[config.mk]
export PLATFORM = sky130hd
export DESIGN_NAME = regfile_sb
export DESIGN_NICKNAME = d
export VERILOG_FILES = /design/src/rtl/regfile_sb.sv
export SDC_FILE = /design/constraint.sdc
export NUM_CORES = 2
export LEC_CHECK = 0
export ABC_AREA = 0
export CAP_MARGIN = 30
export CELL_PAD_IN_SITES_DETAIL_PLACEMENT = 1
export CELL_PAD_IN_SITES_GLOBAL_PLACEMENT = 1
export CORE_MARGIN = 5
export CORE_UTILIZATION = 51
export DETAILED_ROUTE_END_ITERATION = 10
export PLACE_DENSITY_LB_ADDON = 0.1
export SYNTH_ARGS = -nofsm -noshare
export SYNTH_HDL_FRONTEND = slang
export SYNTH_SLANG_ARGS = --single-unit
[constraint.sdc]
create_clock -name clk -period 4.9 [get_ports clk]
set_clock_uncertainty 0.1 [all_clocks]
set_input_delay 0.98 -clock clk [delete_from_list [all_inputs] [get_ports clk]]
set_output_delay 0.98 -clock clk [all_outputs]
set_load 0.02 [all_outputs]
[src/rtl/regfile_sb.sv]
// -----------------------------------------------------------------------------
// regfile_sb -- two-write / two-read register file with a per-register
// scoreboard for an in-order issue pipeline.
//
// Register 0 is hardwired to zero and can never be reserved. An issue reserves
// its destination (sets the busy bit). A writeback fills the register and
// releases the reservation. busy_cnt tracks how many registers are reserved.
//
// Optional feature (compile-time macro REGFILE_BYPASS_EN):
//   defined   -> a read whose address matches an enabled nonzero writeback in
//                the same cycle returns that writeback's data (wb1 wins) and
//                reports not-busy.
//   undefined -> reads return the pre-edge register contents and the
//                registered busy bit; forwarding is left to the pipeline.
//
// Parameters:
//   XLEN  data width in bits
//   NREG  register count (power of two, 2..64)
//   AW    log2(NREG), derived
//
// Ports:
//   clk                 clock, all state updates on the rising edge
//   rst_n               asynchronous active-low reset
//   wb0_en/wb1_en       writeback enables
//   wb0_rd/wb1_rd       writeback destinations
//   wb0_data/wb1_data   writeback data
//   iss_valid, iss_rd   issue request reserving iss_rd
//   iss_ready           issue can be accepted this cycle (combinational)
//   rs1/rs2             read addresses
//   rs1_data/rs2_data   read data (combinational)
//   rs1_busy/rs2_busy   read source has a pending producer
//   busy_cnt            number of registers currently reserved (registered)
// -----------------------------------------------------------------------------
module regfile_sb #(
    parameter int XLEN = 32,
    parameter int NREG = 32,
    localparam int AW  = $clog2(NREG)
) (
    input  logic            clk,
    input  logic            rst_n,
    input  logic            wb0_en,
    input  logic [AW-1:0]   wb0_rd,
    input  logic [XLEN-1:0] wb0_data,
    input  logic            wb1_en,
    input  logic [AW-1:0]   wb1_rd,
    input  logic [XLEN-1:0] wb1_data,
    input  logic            iss_valid,
    input  logic [AW-1:0]   iss_rd,
    output logic            iss_ready,
    input  logic [AW-1:0]   rs1,
    input  logic [AW-1:0]   rs2,
    output logic [XLEN-1:0] rs1_data,
    output logic [XLEN-1:0] rs2_data,
    output logic            rs1_busy,
    output logic            rs2_busy,
    output logic [AW:0]     busy_cnt
);

    // -------------------------------------------------------------------------
    // Writeback / issue qualification. Anything aimed at register 0 is
    // discarded here so the rest of the logic never needs to special-case it.
    // -------------------------------------------------------------------------
    logic wb0_act;
    logic wb1_act;
    logic iss_acc;

    assign wb0_act = wb0_en && (wb0_rd != '0);
    assign wb1_act = wb1_en && (wb1_rd != '0);

    logic [NREG-1:0] busy_q;
    logic [NREG-1:0] busy_d;

    // A pending writeback to the requested destination frees the slot in the
    // same cycle, so the new producer can take over the reservation at once.
    assign iss_ready = (iss_rd == '0)
                    || !busy_q[iss_rd]
                    || (wb0_en && (wb0_rd == iss_rd))
                    || (wb1_en && (wb1_rd == iss_rd));

    assign iss_acc = iss_valid && iss_ready && (iss_rd != '0);

    // -------------------------------------------------------------------------
    // Register storage. Each register is its own flop bank (asynchronous
    // reset rules out block RAM). wb1 has priority on a same-rd collision.
    // -------------------------------------------------------------------------
    logic [XLEN-1:0] reg_val [NREG];

    assign reg_val[0] = '0;

    genvar gi;
    generate
        for (gi = 1; gi < NREG; gi++) begin : g_reg
            logic [XLEN-1:0] data_q;
            logic            hit0;
            logic            hit1;

            assign hit0 = wb0_act && (wb0_rd == AW'(gi));
            assign hit1 = wb1_act && (wb1_rd == AW'(gi));

            always_ff @(posedge clk or negedge rst_n) begin
                if (!rst_n) begin
                    data_q <= '0;
                end else if (hit1) begin
                    data_q <= wb1_data;
                end else if (hit0) begin
                    data_q <= wb0_data;
                end
            end

            assign reg_val[gi] = data_q;
        end
    endgenerate

    // -------------------------------------------------------------------------
    // Scoreboard. Clear on writeback first, then set on issue, so an issue and
    // a writeback to the same rd leave the bit set (new producer wins).
    // -------------------------------------------------------------------------
    always_comb begin
        busy_d    = busy_q;
        busy_d[0] = 1'b0;
        for (int i = 1; i < NREG; i++) begin
            if ((wb0_act && (wb0_rd == AW'(i))) || (wb1_act && (wb1_rd == AW'(i)))) begin
                busy_d[i] = 1'b0;
            end
            if (iss_acc && (iss_rd == AW'(i))) begin
                busy_d[i] = 1'b1;
            end
        end
    end

    always_ff @(posedge clk or negedge rst_n) begin
        if (!rst_n) begin
            busy_q <= '0;
        end else begin
            busy_q <= busy_d;
        end
    end

    // -------------------------------------------------------------------------
    // Reservation counter. Net change per cycle:
    //   +1 when an accepted issue reserves a register that was free,
    //   -1 for each distinct busy register released by a writeback that is not
    //      immediately re-reserved by a same-cycle issue.
    // wb0 is ignored when wb1 targets the same rd so a double write clears once.
    // -------------------------------------------------------------------------
    logic [AW:0] busy_cnt_q;
    logic [AW:0] busy_cnt_d;
    logic        cnt_inc;
    logic        cnt_dec0;
    logic        cnt_dec1;

    assign cnt_inc  = iss_acc && !busy_q[iss_rd];

    assign cnt_dec0 = wb0_act && busy_q[wb0_rd]
                   && !(iss_acc && (iss_rd == wb0_rd))
                   && !(wb1_act && (wb1_rd == wb0_rd));

    assign cnt_dec1 = wb1_act && busy_q[wb1_rd]
                   && !(iss_acc && (iss_rd == wb1_rd));

    assign busy_cnt_d = busy_cnt_q + (AW+1)'(cnt_inc)
                                   - (AW+1)'(cnt_dec0)
                                   - (AW+1)'(cnt_dec1);

    always_ff @(posedge clk or negedge rst_n) begin
        if (!rst_n) begin
            busy_cnt_q <= '0;
        end else begin
            busy_cnt_q <= busy_cnt_d;
        end
    end

    assign busy_cnt = busy_cnt_q;

    // -------------------------------------------------------------------------
    // Read ports. Register 0 reads zero / not busy through reg_val[0] and
    // busy_q[0]. The reset gate keeps a same-cycle bypass from leaking data
    // while rst_n is held low.
    // -------------------------------------------------------------------------
    logic [AW-1:0]   rd_addr [2];
    logic [XLEN-1:0] rd_data [2];
    logic            rd_busy [2];

    assign rd_addr[0] = rs1;
    assign rd_addr[1] = rs2;

    generate
        for (gi = 0; gi < 2; gi++) begin : g_rd
            logic [XLEN-1:0] data_c;
            logic            busy_c;

            always_comb begin
                data_c = reg_val[rd_addr[gi]];
                busy_c = busy_q[rd_addr[gi]];
`ifdef REGFILE_BYPASS_EN
                if (wb0_act && (wb0_rd == rd_addr[gi])) begin
                    data_c = wb0_data;
                    busy_c = 1'b0;
                end
                if (wb1_act && (wb1_rd == rd_addr[gi])) begin
                    data_c = wb1_data;
                    busy_c = 1'b0;
                end
`else
                // Writebacks become visible only after the edge.
`endif
                if (!rst_n) begin
                    data_c = '0;
                    busy_c = 1'b0;
                end
            end

            assign rd_data[gi] = data_c;
            assign rd_busy[gi] = busy_c;
        end
    endgenerate

    assign rs1_data = rd_data[0];
    assign rs2_data = rd_data[1];
    assign rs1_busy = rd_busy[0];
    assign rs2_busy = rd_busy[1];

endmodule
Word level (Yosys, flattened, before mapping)
Index checks and enable logic that the tools add are counted.
{ "op_classes": {"n_addsub": 3, "n_lt_le_gt_ge": 7, "n_eq_ne": 98, "bitwise": 2, "mux": 144, "n_reduce_logical": 212} }
{ "ops": {"columns": ["cell", "n"], "rows": [
  ["$mux 32", 68],
  ["$bmux 32 s5", 2],
  ["$eq 5x5->1 const B", 48],
  ["$reduce_bool 2->1", 62],
  ["$eq 5x4->1 const B", 24],
  ["$logic_and 1x1->1", 108],
  ["$mux 1", 69],
  ["$eq 5x3->1 const B", 12],
  ["$logic_or 1x1->1", 34],
  ["$eq 5x2->1 const B", 6],
  ["$lt 5x6->1 const B", 5],
  ["$bmux 1 s5", 5],
  ["$eq 5x5->1", 5],
  ["$eq 5x1->1 const B", 3],
  ["$reduce_bool 5->1", 3],
  ["$ge 6x6->1 const B", 2],
  ["$not 5->6", 2],
  ["$sub 6x1->6", 2],
  ["$add 6x1->6", 1],
  ["$logic_not 5->1", 1],
  ["$logic_not 1->1", 4]
]} }
{ "totals": {"input_bits": 94, "output_inout_bits": 73, "reg_bits": 1029} }

Longest topological paths before layout
{ "logic_depth": {"ltp_word": 14, "depth_mapped": 18, "depth_no_buf": 15} }

Worst setup path after synthesis
OpenSTA, ideal clock, no wires.
{ "synth_timing": {"path_type": "input to register", "start": "input iss_rd[0]", "end": "register busy_cnt_q[5] (netlist: busy_cnt[5])", "required_time_ps": 4676, "stages": 17, "arrival_ps": 4378, "setup_slack_ps": 297, "cell_sequence": "buf_2 mux4_2 nand2_1 o211ai_1 o22a_1 and3_1 buf_2 inv_1 a2111oi_0 fa_1 inv_1 ha_1 ha_1 fa_1 a21o_1 a21oi_1 xnor2_1"} }
{ "synth_via": {"elab_chain_cells": 14, "word_cells_on_any_way": 27} }
{ "synth_lines": {"columns": ["item", "line", "text"], "rows": [
  ["from (decl)", "48", "input logic [AW-1:0] iss_rd,"],
  ["$bmux 1 s5", "76", "|| !busy_q[iss_rd]"],
  ["$mux 1 (implied by the code)", "76", null],
  ["$logic_not 1->1", "76", null],
  ["$logic_or 1x1->1", "76", null],
  ["$logic_or 1x1->1", "77", "|| (wb0_en && (wb0_rd == iss_rd))"],
  ["$logic_or 1x1->1 (*)", "78", "|| (wb1_en && (wb1_rd == iss_rd));"],
  ["named net iss_ready", "49", "output logic iss_ready,"],
  ["$logic_and 1x1->1 (*) (2 in a row)", "80", "assign iss_acc = iss_valid && iss_ready && (iss_rd != '0);"],
  ["branches (longest 5 deep; another with $add 6x1->6)", null, null],
  ["$sub 6x1->6 (*)", "163", "- (AW+1)'(cnt_dec1);"],
  ["named net busy_cnt_d[5]", "147", "logic [AW:0] busy_cnt_d;"],
  ["to (signal assigned)", "169", "busy_cnt_q <= busy_cnt_d;"],
  ["to (decl)", "146", "logic [AW:0] busy_cnt_q;"]
]} }
Mark *: on every way through the listed nets, which the timed path passes. The select of a mux whose other input is x is not followed.
A chain may end at the register's enable or synchronous reset.

Worst setup path after layout
{ "layout_timing": {"start": "input rs1[0]", "end": "output rs1_data[17]"} }
{ "layout_via": {"elab_chain_cells": 5} }
{ "layout_lines": {"columns": ["item", "line", "text"], "rows": [
  ["from (decl)", "50", "input logic [AW-1:0] rs1,"],
  ["$not 5->6 (implied by the code)", "193", "data_c = reg_val[rd_addr[gi]];"],
  ["$bmux 32 s5", "193", null],
  ["$mux 32 (implied by the code) (2 in a row)", "193", null],
  ["$mux 32", "207", "if (!rst_n) begin"],
  ["to (decl)", "52", "output logic [XLEN-1:0] rs1_data,"]
]} }
Every way passes these cells. The select of a mux whose other input is x is not followed.

==> key figures <==
Synthesis
  – Largest family of logic cells by synthesized area: multiplexers
  – Post-synthesis mux area share: a little under two fifths
  – Synthesized instance count: 5918
  – Syn. warnings: 0
  – Post-synth EDFFs: 0
  – Mapped Area: 65500 sq um
  – Async set or reset register ratio after synthesis: between 90% and 100%
  – Synthesized area per cell: approximately 11 sq um
  – Adder-cell share of the synthesized area: 0.176%
  – Syn_nets: between 6000 and 7000
  – Simple-Gate Fraction of Synth Area: between 7 and 8%
  – Synth Area in Compound Gates: 10.2%
  – Post-synthesis xor/xnor area fraction: less than 1%
  – Flop and latch count out of synthesis: 1029
  – Unique cell type count in the Yosys netlist: between 40 and 50
  – Main synth FF type: dfrtp_1
  – Part of the Yosys area used for sequential elements: about two fifths

Detailed routing
  – Routed Antenna Nets: 0
  – DRC Markers: 0
  – Vias per inst: between 7 and 8
  – Wire per inst: roughly 36 um
  – Detailed Route Iter0 Violations: 6143
  – Detailed-route wire length: 278000 um
  – 1st-pass router iterations: 5
  – Via Count: between 50000 and 60000

STA
  – Number of hold violations in the final report: 0
  – Count of final setup violators: 0
  – Worst-Margin Slew: between 1000 and 1500 ps
  – Headroom to the max-slew limit: between 20% and 30%
  – Hold Slack: 46.1 ps
  – Unrepaired setup endpoints after global routing: no
  – Final setup margin: about 36 ps
  – Fin. max-slew vios: 0
  – Max Freq: between 200 and 250 MHz
  – Min Tclk post-route: a little under 5000 ps
  – Tcrit/Tclk final: between 90 and 100%

Cells and area
  – Fin util: slightly below 60%
  – # nets final: 6011
  – Layout cells sized above 1: a little under a quarter
  – Non-Filler Instances: around 7700
  – Area added between synthesis and finish: 15.5%
  – Fillcell total: ~13000

Clock tree
  – Latest clock arrival within the worst-skew pair: between 700 and 800 ps
  – Clock tree buffer depth: 3
  – CTS Buf Count: 120
  – Sink Count: a little over 1000
  – H-tree levels: 3
  – CTS tree: done
  – Clk slew on worst S/H paths: roughly 60 ps
  – CTS root buf: clkbuf_16

Floorplan
  – Die W: 368 um
  – Die Y: ~370 um
  – Initial Util: between 50% and 60%
  – Row Count: approximately 130
  – Die Area: roughly 140000 sq um
  – Ports: approximately 170
  – Core Region: about 130000 sq um

GRT
  – First-pass GRT wire length: 407000 um
  – Initial antenna violation count: 23
  – Largest net degree at the start of global routing: between 100 and 150
  – Global-route usage over all layers: 40.8%
  – GRT overflow: 0
  – Vias in the first global route: a little under 60000

Placement
  – Dpl hpwl: around 170000 um
  – Setup WS pre-CTS: -384 ps
  – Placed Cells: between 7000 and 8000
  – Port bufs: roughly 170
  – Gpl congestion: 0.894

Critical path
  – Worst path slowest cell: clkdlybuf4s50_1
  – Crit path max fanout: 31
  – Crit path launch type: input pin
  – WP data arrival: roughly 3800 ps
  – Crit path largest cell delay: between 500 and 600 ps
  – Crit path kind: input pin to primary output
  – WP data required: roughly 3800 ps
  – CP Cell Sequence: buf_8 > buf_12 > buf_4 > mux4_2 > mux4_2 > o211a_1 > clkdlybuf4s50_1
  – Setup crit end kind: primary output
  – Most frequent cell on the critical path: mux4_2

Pwr
  – PwrDens: between 400 and 500 nW/um^2
  – Total power: about 31 mW
  – Static leakage: about 33 nW
  – Max VDD drop: 324 uV

Outcome
  – Run status: finished clean

Min path
  – Hold Path Class: input pin to async pin

Flow run
  – Max cap viols: 0
## Yosys cell counts, types with 12 or more instances
cell type	instances	area share, %
mux4_2	614	21
a21o_1	13	0.15
nor2_1	745	4.3
o21ai_0	270	2.1
o22ai_1	20	0.19
buf_6	18	0.31
o21ai_1	37	0.28
o211a_1	66	1.0
a21oi_1	707	5.4
nand3_1	21	0.16
a22o_1	66	0.88
buf_2	184	1.4
dfrtp_1	1029	39
inv_1	27	0.15
clkbuf_1	438	2.5
buf_1	66	0.38
mux2i_1	996	15
nand2b_1	74	0.71
buf_4	12	0.14
nand2_1	347	2.0
mux2_2	71	1.2
## cells in the final DEF (no fill, tap or decap), types with 18 or more instances in the layout
cell type,netlist,routed
a21oi_1,707,707
a22o_1,66,66
buf_12,0,102
buf_16,0,23
buf_4,12,297
clkbuf_1,438,35
clkbuf_16,0,121
clkbuf_8,0,26
clkdlybuf4s50_1,0,145
clkinv_2,0,18
dfrtp_1,1029,1029
inv_1,27,27
mux2_2,71,71
mux2i_1,996,996
mux4_2,614,614
nand2_1,347,327
nand2_4,0,20
nand2b_1,74,74
nand3_1,21,20
nor2_1,745,724
nor2_4,0,21
o211a_1,66,66
o21ai_0,270,266
o21ai_1,37,37
o22ai_1,20,20
## cell families after synthesis
logic type	after synthesis
adders and majority gates	8
muxes	1681
AOI/OAI and AO/OA	1197
and+or+nand+nor	1239
buffers and inverters	745
DFF	1029
xor gates and xnor gates	19
## worst max-delay path, delay by kind of cell
family	cells	cell delay (ps)
buffers and inverters	4	1490
multiplexers	2	1010
AO/OA/AOI/OAI	1	240
## final cells by class
type / instances / area (sq um) / share of cell area [%]
multi-input cells: 4144 / 37000 / 48.9
well taps: 1662 / 2080 / 2.75
clock buffers: 182 / 3520 / 4.65
flip-flops and latches: 1029 / 25700 / 34.0
diodes: 13 / 32.5 / 0.0430
inverters: 27 / 101 / 0.134
clock inverters: 39 / 509 / 0.673
repair buffers: 587 / 6650 / 8.78
## worst paths after layout
| kind | start | to | slack [ps] | cells past startpoint |
|---|---|---|---|---|
| min | rst_n | busy_cnt[0] | 50 | 1 |
| max reg2reg | busy_q[15] | busy_cnt[5] | 750 | 15 |
| min reg2reg | g_reg[22].data_q[19] | g_reg[22].data_q[19] | 450 | 2 |
| max | rs1[0] | rs1_data[17] | 40 | 7 |
| max in group asynchronous | rst_n | g_reg[22].data_q[8] | 2910 | 4 |
| min in group clk | g_reg[22].data_q[19] | g_reg[22].data_q[19] | 450 | 2 |
## state kept, by name, indices dropped and copies added, names as in the netlist
register	count
busy_q	31
g.data_q	992
busy_cnt	6
## power breakdown
group | leakage (nW) | internal [mW] | switching (mW) | total (mW)
Sequential | 12.2 | 10.8 | 2.04 | 12.9
Combinational | 18.7 | 4.79 | 3.85 | 8.64
Clock | 1.98 | 5.45 | 3.95 | 9.40
## routing by layer
| layer | up-vias | share of wire, % | routed length (um) | GRT usage, % |
|---|---|---|---|---|
| met5 | - | 0.034 | 94 | 0 |
| met3 | 875 | 10 | 29000 | 10.1 |
| met1 | 28800 | 38 | 107000 | 54.7 |
| met2 | 3086 | 45 | 125000 | 61.7 |
| li1 | 21700 | - | - | - |
| met4 | 14 | 6.1 | 17100 | 22.0 |
## through the flow
step | TNS (ps) | area, sq um
6_report | 0 | 75700
5_1_grt | 0 | 75700
4_1_cts | 0 | 75600
3_5_place_dp | -790 | 71500
3_3_place_gp | -671 | 70800
2_1_floorplan | 0 | 65500
## repair_timing
action / CTS / global route
endpoints found under the setup margin: 0 / 8
gates resized for setup: 0 / 2
hold buffers: 0 / 0
buffers inserted: 0 / 0
Note: power is estimated with default switching activity, not from simulation.
